File: src/rtl/riscvConst.vh
// Shared memory-interface widths used by the crossbar/L2 request path.
`ifndef RISCV_CONST_VH
`define RISCV_CONST_VH
`define MEM_ADDR_BITS  26
`define MEM_DATA_BITS  128
`define MEM_L2TAG_BITS 6
`endif

File: src/rtl/mem_req_queue_pkg.sv
// Types shared by the crossbar-to-L2 request queue and its storage FIFO.
`include "riscvConst.vh"

package mem_req_queue_pkg;

    localparam int ADDR_W = `MEM_ADDR_BITS;
    localparam int DATA_W = `MEM_DATA_BITS;
    localparam int TAG_W  = `MEM_L2TAG_BITS;

    // One queued request exactly as the crossbar presented it.
    typedef struct packed {
        logic [1:0]        rw;
        logic [ADDR_W-1:0] addr;
        logic [DATA_W-1:0] data;
        logic [TAG_W-1:0]  tag;
    } mem_req_t;

    localparam int REQ_W = $bits(mem_req_t);

endpackage

File: src/rtl/mem_req_fifo.sv
// Circular-buffer FIFO: storage, read/write pointers and entry count.
// Callers must only push when not full and only pop when not empty.
module mem_req_fifo #(
    parameter int WIDTH = 8,
    parameter int DEPTH = 4
) (
    input  logic                     clk,
    input  logic                     reset_n,
    input  logic                     push,
    input  logic                     pop,
    input  logic [WIDTH-1:0]         wdata,
    output logic [WIDTH-1:0]         rdata,
    output logic [$clog2(DEPTH):0]   count
);

    localparam int PTR_W = $clog2(DEPTH);
    localparam int CNT_W = PTR_W + 1;

    logic [WIDTH-1:0] mem [DEPTH];
    logic [PTR_W-1:0] wr_ptr;
    logic [PTR_W-1:0] rd_ptr;

    // Pointers wrap naturally because DEPTH is a power of two.
    always_ff @(posedge clk or negedge reset_n) begin
        if (!reset_n) begin
            wr_ptr <= '0;
            rd_ptr <= '0;
            count  <= '0;
        end else begin
            if (push) wr_ptr <= wr_ptr + PTR_W'(1);
            if (pop)  rd_ptr <= rd_ptr + PTR_W'(1);
            case ({push, pop})
                2'b10:   count <= count + CNT_W'(1);
                2'b01:   count <= count - CNT_W'(1);
                default: count <= count;
            endcase
        end
    end

    // NOTE: storage is deliberately not reset; the count and pointers alone
    // decide which entries are valid, and this keeps the array in plain RAM.
    always_ff @(posedge clk) begin
        if (push) mem[wr_ptr] <= wdata;
    end

    assign rdata = mem[rd_ptr];

endmodule

File: src/rtl/mem_req_queue.sv
// Request queue between the crossbar memory port and L2, throttled by a
// cap on outstanding requests; L2 responses pass straight back to the crossbar.
`include "riscvConst.vh"

module mem_req_queue
    import mem_req_queue_pkg::*;
#(
    parameter int DEPTH           = 4,
    parameter int MAX_OUTSTANDING = 8
) (
    input  logic                              clk,
    input  logic                              reset_n,

    input  logic                              in_req_val,
    output logic                              in_req_rdy,
    input  logic [1:0]                        in_req_rw,
    input  logic [`MEM_ADDR_BITS-1:0]         in_req_addr,
    input  logic [`MEM_DATA_BITS-1:0]         in_req_data,
    input  logic [`MEM_L2TAG_BITS-1:0]        in_req_tag,

    output logic                              out_req_val,
    input  logic                              out_req_rdy,
    output logic [1:0]                        out_req_rw,
    output logic [`MEM_ADDR_BITS-1:0]         out_req_addr,
    output logic [`MEM_DATA_BITS-1:0]         out_req_data,
    output logic [`MEM_L2TAG_BITS-1:0]        out_req_tag,

    input  logic                              l2_resp_val,
    input  logic                              l2_resp_nack,
    input  logic [`MEM_DATA_BITS-1:0]         l2_resp_data,
    input  logic [`MEM_L2TAG_BITS-1:0]        l2_resp_tag,

    output logic                              xb_resp_val,
    output logic                              xb_resp_nack,
    output logic [`MEM_DATA_BITS-1:0]         xb_resp_data,
    output logic [`MEM_L2TAG_BITS-1:0]        xb_resp_tag,

    output logic [$clog2(DEPTH):0]            occupancy,
    output logic [$clog2(MAX_OUTSTANDING):0]  outstanding,
    output logic                              err_underflow
);

    localparam int OCC_W = $clog2(DEPTH) + 1;
    localparam int OUT_W = $clog2(MAX_OUTSTANDING) + 1;

    mem_req_t in_req;
    mem_req_t head;
    logic     enq;
    logic     issue;
    logic     completion;

    assign in_req.rw   = in_req_rw;
    assign in_req.addr = in_req_addr;
    assign in_req.data = in_req_data;
    assign in_req.tag  = in_req_tag;

    assign in_req_rdy  = (occupancy < OCC_W'(DEPTH));
    assign out_req_val = (occupancy != '0) && (outstanding < OUT_W'(MAX_OUTSTANDING));

    assign enq        = in_req_val & in_req_rdy;
    assign issue      = out_req_val & out_req_rdy;
    assign completion = l2_resp_val | l2_resp_nack;

    mem_req_fifo #(
        .WIDTH (REQ_W),
        .DEPTH (DEPTH)
    ) u_fifo (
        .clk     (clk),
        .reset_n (reset_n),
        .push    (enq),
        .pop     (issue),
        .wdata   (in_req),
        .rdata   (head),
        .count   (occupancy)
    );

    assign out_req_rw   = head.rw;
    assign out_req_addr = head.addr;
    assign out_req_data = head.data;
    assign out_req_tag  = head.tag;

    // Responses are forwarded untouched; NACK retry belongs to the requester.
    assign xb_resp_val  = l2_resp_val;
    assign xb_resp_nack = l2_resp_nack;
    assign xb_resp_data = l2_resp_data;
    assign xb_resp_tag  = l2_resp_tag;

    // A completion with nothing in flight is clamped at zero and flagged.
    always_ff @(posedge clk or negedge reset_n) begin
        if (!reset_n) begin
            outstanding   <= '0;
            err_underflow <= 1'b0;
        end else if (issue && !completion) begin
            outstanding <= outstanding + OUT_W'(1);
        end else if (!issue && completion) begin
            if (outstanding == '0) err_underflow <= 1'b1;
            else                   outstanding   <= outstanding - OUT_W'(1);
        end
    end

endmodule
File: config.mk
export PLATFORM = sky130hd
export DESIGN_NAME = mem_req_queue
export DESIGN_NICKNAME = d
export VERILOG_FILES = /design/src/rtl/mem_req_queue_pkg.sv /design/src/rtl/mem_req_fifo.sv /design/src/rtl/mem_req_queue.sv
export VERILOG_INCLUDE_DIRS = /design/src /design/src/rtl
export SDC_FILE = /design/constraint.sdc
export NUM_CORES = 1
export LEC_CHECK = 0
export ABC_AREA = 0
export CAP_MARGIN = 10
export CORE_UTILIZATION = 40
export CTS_CLUSTER_DIAMETER = 120
export DETAILED_ROUTE_END_ITERATION = 16
export PLACE_DENSITY = 0.67
export SLEW_MARGIN = 20
export SYNTH_ARGS = -nofsm -noshare
export SYNTH_HDL_FRONTEND = slang
export SYNTH_SLANG_ARGS = --single-unit
File: constraint.sdc
create_clock -name clk -period 12.5 [get_ports clk]
set_input_delay 1.25 -clock clk [delete_from_list [all_inputs] [get_ports clk]]
set_output_delay 1.25 -clock clk [all_outputs]
set_load 0.03 [all_outputs]
==> impl_results.md, run 1 <==
- Power, Total: 7.611 mW
- Clock Path Buffers: 3
- Worst clock skew: 25.35 ps
- WL/cell: 23.18 µm
- Synth Register Bits: 660
- DIE HEIGHT: 252.7 µm
- Setup Buffers After CTS: 0
- Post-Syn Nets: 1369
- Hold Path End: err_underflow$_DFFE_PN0P_
- Maximum vdd ir drop: 161.0 µV
- Final WL: 51120 µm
- Worst Path Required: 11250 ps
- Vias: 11033
- Tmin final: 5690 ps
- TNS Setup: 0 ps
- Clock Latency Late Sink: 600 ps
- Initial Util: 0.4058
- Drt via density: 5.004
- Status: completed
- CTS Buf Count: 71
- TritonCTS clock tree: built
- Cell area power density: 247.6 nW/µm²
- Share of cells above drive strength 1: 0.2082
- RSZ-0062 raised after global routing: no
- Final hold vios: 0
- Worst setup SP type: flip-flop
- H-tree levels: 3
- Vias in the first global route: 11873
- Worst Path Max Fanout: 46
- Fin. max-slew vios: 0
- Total grt overflow: 0
- Post-Syn Area per Cell: 23.80 µm²
- Core area: 61940 µm²
- First-pass GRT wire length: 74390 µm
- Reg2reg end: u_fifo.mem[1][137]$_DFFE_PP_
- Mapped Cells: 1056
- Flop-to-flop setup slack: 9720 ps
- Antenna violations before repair: 6
- Reg2reg path depth: 4
- Final Non-Filler Cells: 2205
- Final Setup Violations: 0
- ANT nets after route: 0
- Worst r2r src: u_fifo.count[2]$_DFFE_PN0P_
- Mapped Area: 25140 µm²
- Placed cells: 2075
- Max-cap violations: 0
- Final Cell Area: 30740 µm²
- Placed instance area: 28430 µm²
- Worst Hold Class: flip-flop to flip-flop
- Commonest cells after routing, fill and taps aside: edfxtp_1, clkdlybuf4s50_1, mux4_2
- Rows: 91
- Highest clock rate: 175.7 MHz
- Critical Path AT: 4440 ps
- Layout area overhead: 22.29%
- Cell variety after synth: 27
- Rel. slew slack: 0.3054
- Commonest non-fill, non-tap cell in the layout: edfxtp_1
- Die area: 63850 µm²
- DRC: 0
- Dpl ws: 7265 ps
- Hold-fix buffer count after cts: 0
- Routability congestion estimate: 0.7240
- Fin nets: 1624
- GRT Util Overall: 0.1588
- Yosys warnings: 0
- Drt pass-1 iters: 4
- Clock sinks: 660
- Worst Hold Launch: err_underflow$_DFFE_PN0P_
- Post-DP HPWL: 31360 µm
- Hold depth: 1
- Register area share after synthesis: 0.7861
- Worst Setup End Kind: output port
- Leak: 9.800 nW
- IO Count: 610
- Largest net degree at the start of global routing: 64
- Post-CTS sizing: 0
- CP Launch Point: u_fifo.rd_ptr[0]$_DFFE_PN0P_
- Worst Max-Slew Pin Slew: 1042 ps
- Final setup margin: 6810 ps
- IO Port Bufs: 341
- Final clock period utilization by the worst path: 0.4552
- Crit Path Class: flip-flop to output port
- Die width: 252.7 µm
- Initial DRC Count: 658
- CTS root buffer: clkbuf_16
- Clock transition at path regs: 60 ps
[per-layer routing]
metal / vias to the layer above / share of wire / GRT usage
met4: 6 / 0.041 / 0.08294
li1: 4748 / - / -
met3: 144 / 0.086 / 0.06169
met5: - / 0.00072 / 0
met2: 404 / 0.49 / 0.2547
met1: 5731 / 0.38 / 0.1847
[flip-flops by register name, indices dropped and copies added (netlist names)]
name           cells
u_fifo.mem       648
outstanding        4
u_fifo.count       3
u_fifo.rd_ptr      2
u_fifo.wr_ptr      2
err_underflow      1
[synthesized netlist by cell type]
master | count | area [µm²]
xnor2_1 | 5 | 43.79
or2_2 | 1 | 6.260
o21ai_0 | 1 | 5.000
fa_1 | 2 | 40.04
dfrtp_1 | 12 | 300.3
buf_2 | 15 | 75.07
ha_1 | 9 | 112.6
xor2_1 | 3 | 26.28
mux4_2 | 162 | 3649
buf_6 | 12 | 135.1
and2_1 | 4 | 25.02
a21oi_1 | 2 | 10.01
edfxtp_1 | 648 | 19460
mux2_2 | 1 | 11.26
a31oi_1 | 1 | 6.260
nand2_1 | 6 | 22.52
inv_1 | 11 | 41.29
a31o_2 | 1 | 8.760
mux2i_1 | 2 | 20.02
nor2b_1 | 1 | 6.260
nor3_1 | 2 | 10.01
a21o_1 | 1 | 7.510
nor2_1 | 7 | 26.28
buf_1 | 2 | 7.510
a22o_1 | 1 | 8.760
buf_4 | 142 | 1066
clkbuf_1 | 2 | 7.510
[report_power, final]
group / switching, mW / internal [mW]
Clock: 0.835 / 1.19
Combinational: 1.48 / 1.17
Sequential: 0.145 / 2.78
Total: 2.46 / 5.15
[cell type report]
class                           instances  area [µm²]
Antenna cell                            4       10.01
Clock buffer                           93        1944
Sequential cell                       660       19770
Fill cell                            4972       31200
Multi-Input combinational cell        212        4055
Timing Repair Buffer                  355        3518
Tap cell                              837        1047
Inverter                               11       41.29
Clock inverter                         33       356.6
[metrics by stage]
step,utilization,hold WS (ps)
6_report,0.4963,485.8
5_1_grt,0.4962,496.3
4_1_cts,0.4961,480.5
3_5_place_dp,0.4590,461.3
3_3_place_gp,0.4590,471.7
2_1_floorplan,-,579.6
[worst max-delay path: stages (launching register included)]
cell	delay, ps
dfrtp_4	900
buf_4	750
buf_4	840
mux4_2	610
clkdlybuf4s50_1	660
[worst max-delay path by stage]
stage | slack (ps) | endpoint | cells past startpoint
after floorplan | 6630 | u_fifo.mem[0][0]$_DFFE_PP_ | 3
after global placement | 7280 | out_req_data[93] | 4
after detailed placement | 7260 | out_req_data[93] | 4
after CTS | 6570 | out_req_data[38] | 4
after global routing | 6390 | out_req_data[38] | 4
final | 6810 | out_req_data[38] | 4
[kinds of logic (layout without fill, tap and decap cells)]
logic type | count (synthesis) | count (layout) | synth area share
flip-flops | 660 | 660 | 0.7861
AND/OR/NAND/NOR | 21 | 21 | 0.003833
buffers and inverters | 184 | 492 | 0.05301
adder cells (fa/ha/maj) | 11 | 11 | 0.006073
AO/OA/AOI/OAI | 7 | 7 | 0.001842
other | 0 | 4 | 0
XOR/XNOR | 8 | 8 | 0.002788
multiplexers | 165 | 165 | 0.1464
Power figures use the tool's default switching activity.
==> run 2: changes to the inputs <==
Clock period 12.5 ns to 5.7 ns, I/O delays scaled along.
==> run 2 against run 1 <==
Net effect:
- global-route usage is 0.64 points higher
- sequential power up 120%
- register-to-register slack got worse by 6800 ps
- wire length is 3.4% higher
- flip-flop and latch count is the same
- highest routed layer unchanged
==> impl_results.md, run 2 (synthesized netlist as in run 1, its figures left out) <==
- Status: completed
- CTS Buf Count: 71 (unchanged)
- DIE HEIGHT: 252.7 µm (unchanged)
- Final clock period utilization by the worst path: 0.6781
- Maximum vdd ir drop: 397.2 µV (+150%)
- Post-DP HPWL: 33260 µm (+6.1%)
- Final WL: 52830 µm (+3.4%)
- Routability congestion estimate: 0.7043 (-2.7%)
- TritonCTS clock tree: built
- Regs by FF count: u_fifo.mem x648, outstanding x4, u_fifo.count x3
- Vias in the first global route: 12102 (+1.9%)
- Rel. slew slack: 0.3446 (+0.03919)
- Antenna violations before repair: 7 (+1)
- Sequential share of power: 0.387 (+0.003)
- Initial Util: 0.4058 (unchanged)
- Die area: 63850 µm² (unchanged)
- Leak: 9.890 nW (+0.92%)
- Clock share of power: 0.256 (-0.010)
- H-tree levels: 3 (unchanged)
- Largest register FFs: 648 (unchanged)
- Fin. max-slew vios: 0 (unchanged)
- NetSw: 5.461 mW (+120%)
- Worst Setup End Kind: output port
- Drt via density: 5.012 (+0.17%)
- IO Count: 610 (unchanged)
- RSZ-0062 raised after global routing: no
- Initial DRC Count: 778 (+18%)
- Rows: 91 (unchanged)
- WL/cell: 23.77 µm (+2.5%)
- Worst setup SP type: flip-flop
- ANT nets after route: 0 (unchanged)
- Clock Path Buffers: 3 (unchanged)
- Crit Path Class: flip-flop to output port
- Final Cell Area: 30870 µm² (+0.42%)
- Fin nets: 1642 (+1.1%)
- Setup Buffers After CTS: 0 (unchanged)
- Clock Latency Late Sink: 590 ps (about the same)
- Clock transition at path regs: 60 ps (about the same)
- CTS root buffer: clkbuf_16
- Vias: 11142 (+0.99%)
- TNS Setup: 0 ps (unchanged)
- Worst Hold Class: primary input to async pin
- Clock sinks: 660 (unchanged)
- Switching part of the total: 0.3280 (+0.004226)
- Worst Max-Slew Pin Slew: 983.2 ps (-58.78 ps)
- Layout area overhead: 22.80%
- Commonest non-fill, non-tap cell in the layout: edfxtp_1
- Worst clock skew: 19.01 ps (-6.343 ps)
- Worst Path Max Fanout: 44 (-4.3%)
- Core area: 61940 µm² (unchanged)
- Internal power: 11.19 mW (+120%)
- Max-cap violations: 0 (unchanged)
- Worst Path Required: 5130 ps (-6120 ps)
- Final hold vios: 0 (unchanged)
- Drt pass-1 iters: 4 (unchanged)
- Critical Path AT: 3300 ps (-1140 ps)
- GRT Util Overall: 0.1652 (+0.006414)
- DRC: 0 (unchanged)
- Highest clock rate: 258.7 MHz
- Final Setup Violations: 0 (unchanged)
- Tmin final: 3865 ps
- Hold-fix buffer count after cts: 0 (unchanged)
- Die width: 252.7 µm (unchanged)
- First-pass GRT wire length: 77270 µm (+3.9%)
- IO Port Bufs: 341 (unchanged)
- Cell area power density: 539.4 nW/µm² (+120%)
- Filler cells: 4940 (-0.64%)
- Placed instance area: 28690 µm² (+0.92%)
- Logic pwr share: 0.357 (+0.008)
- Commonest cells after routing, fill and taps aside: edfxtp_1, clkdlybuf4s50_1, mux4_2
- Most flops, register: u_fifo.mem
- Share of cells above drive strength 1: 0.2189 (+0.01072)
- Largest net degree at the start of global routing: 58 (-9.4%)
- Total grt overflow: 0 (unchanged)
- Post-CTS sizing: 0 (unchanged)
run 2: changes by cell type in the layout (fill, tap and decap cells not counted), moves of 2 or more:
cell / change
diode_2: -2
clkbuf_1: -4
clkinv_1: +5
clkinv_2: +9
buf_12: +10
inv_6: +2
clkbuf_16: -3
buf_4: +8
clkinv_4: -2
bufinv_16: -2
run 2: power groups by stage:
| stage | Combinational [mW] | Sequential [mW] | Clock (mW) |
|---|---|---|---|
| floorplan | 4.04 | 6.46 | 0 |
| detailed placement | 6.03 | 6.57 | 0 |
| CTS | 6.06 | 6.47 | 4.39 |
| global route | 6.26 | 6.52 | 4.55 |
| finish | 5.94 | 6.44 | 4.27 |
| global placement | 6.01 | 6.53 | 0 |
run 2: worst max-delay path: stages (launching register included):
cell             delay, ps
dfrtp_4               1030
buf_12                 430
mux4_2                 540
clkdlybuf4s50_1        680
run 2: area by class of cell:
type	instances	area [µm²]	share of cell area
Timing Repair Buffer	373	3779	0.1224
Tap cell	837	1047	0.03393
Clock buffer	86	1854	0.06007
Multi-Input combinational cell	212	4055	0.1314
Inverter	11	41.29	0.001338
Antenna cell	2	5.005	0.0001621
Clock inverter	42	320.3	0.01038
Sequential cell	660	19770	0.6403
run 2: final timing paths:
kind / slack, ps / depth (start not counted) / from / end
min: 390 / 1 / reset_n / outstanding[1]$_DFFE_PN0P_
max: 1830 / 3 / u_fifo.rd_ptr[0]$_DFFE_PN0P_ / out_req_data[94]
min in group clk: 540 / 1 / err_underflow$_DFFE_PN0P_ / err_underflow$_DFFE_PN0P_
min reg2reg: 540 / 1 / err_underflow$_DFFE_PN0P_ / err_underflow$_DFFE_PN0P_
max in group asynchronous: 4780 / 1 / reset_n / u_fifo.rd_ptr[1]$_DFFE_PN0P_
max reg2reg: 2970 / 11 / u_fifo.count[0]$_DFFE_PN0P_ / outstanding[3]$_DFFE_PN0P_
run 2: layer usage:
metal  wire length (µm)  up-vias  global-route usage
met5                 50        -                   0
met4               1781        8             0.06459
met3               4591      135             0.06354
met2              25750      433              0.2653
met1              20660     5773              0.2012
li1                   -     4793                   -
run 2: stage by stage:
| stage | worst slack, ps | utilization | std cells | hold WS [ps] | power [mW] |
|---|---|---|---|---|---|
| detailed placement | 2290 | 0.4632 | 2093 | 522.1 | 12.60 |
| finish | 1835 | 0.4984 | 2223 | 392.1 | 16.65 |
| floorplan | 509.7 | - | 1056 | 274.4 | 10.50 |
| global placement | 2338 | 0.4632 | 2093 | 549.5 | 12.54 |
| CTS | 1669 | 0.4983 | 2221 | 375.9 | 16.92 |
| global route | 1576 | 0.4983 | 2222 | 390.1 | 17.32 |
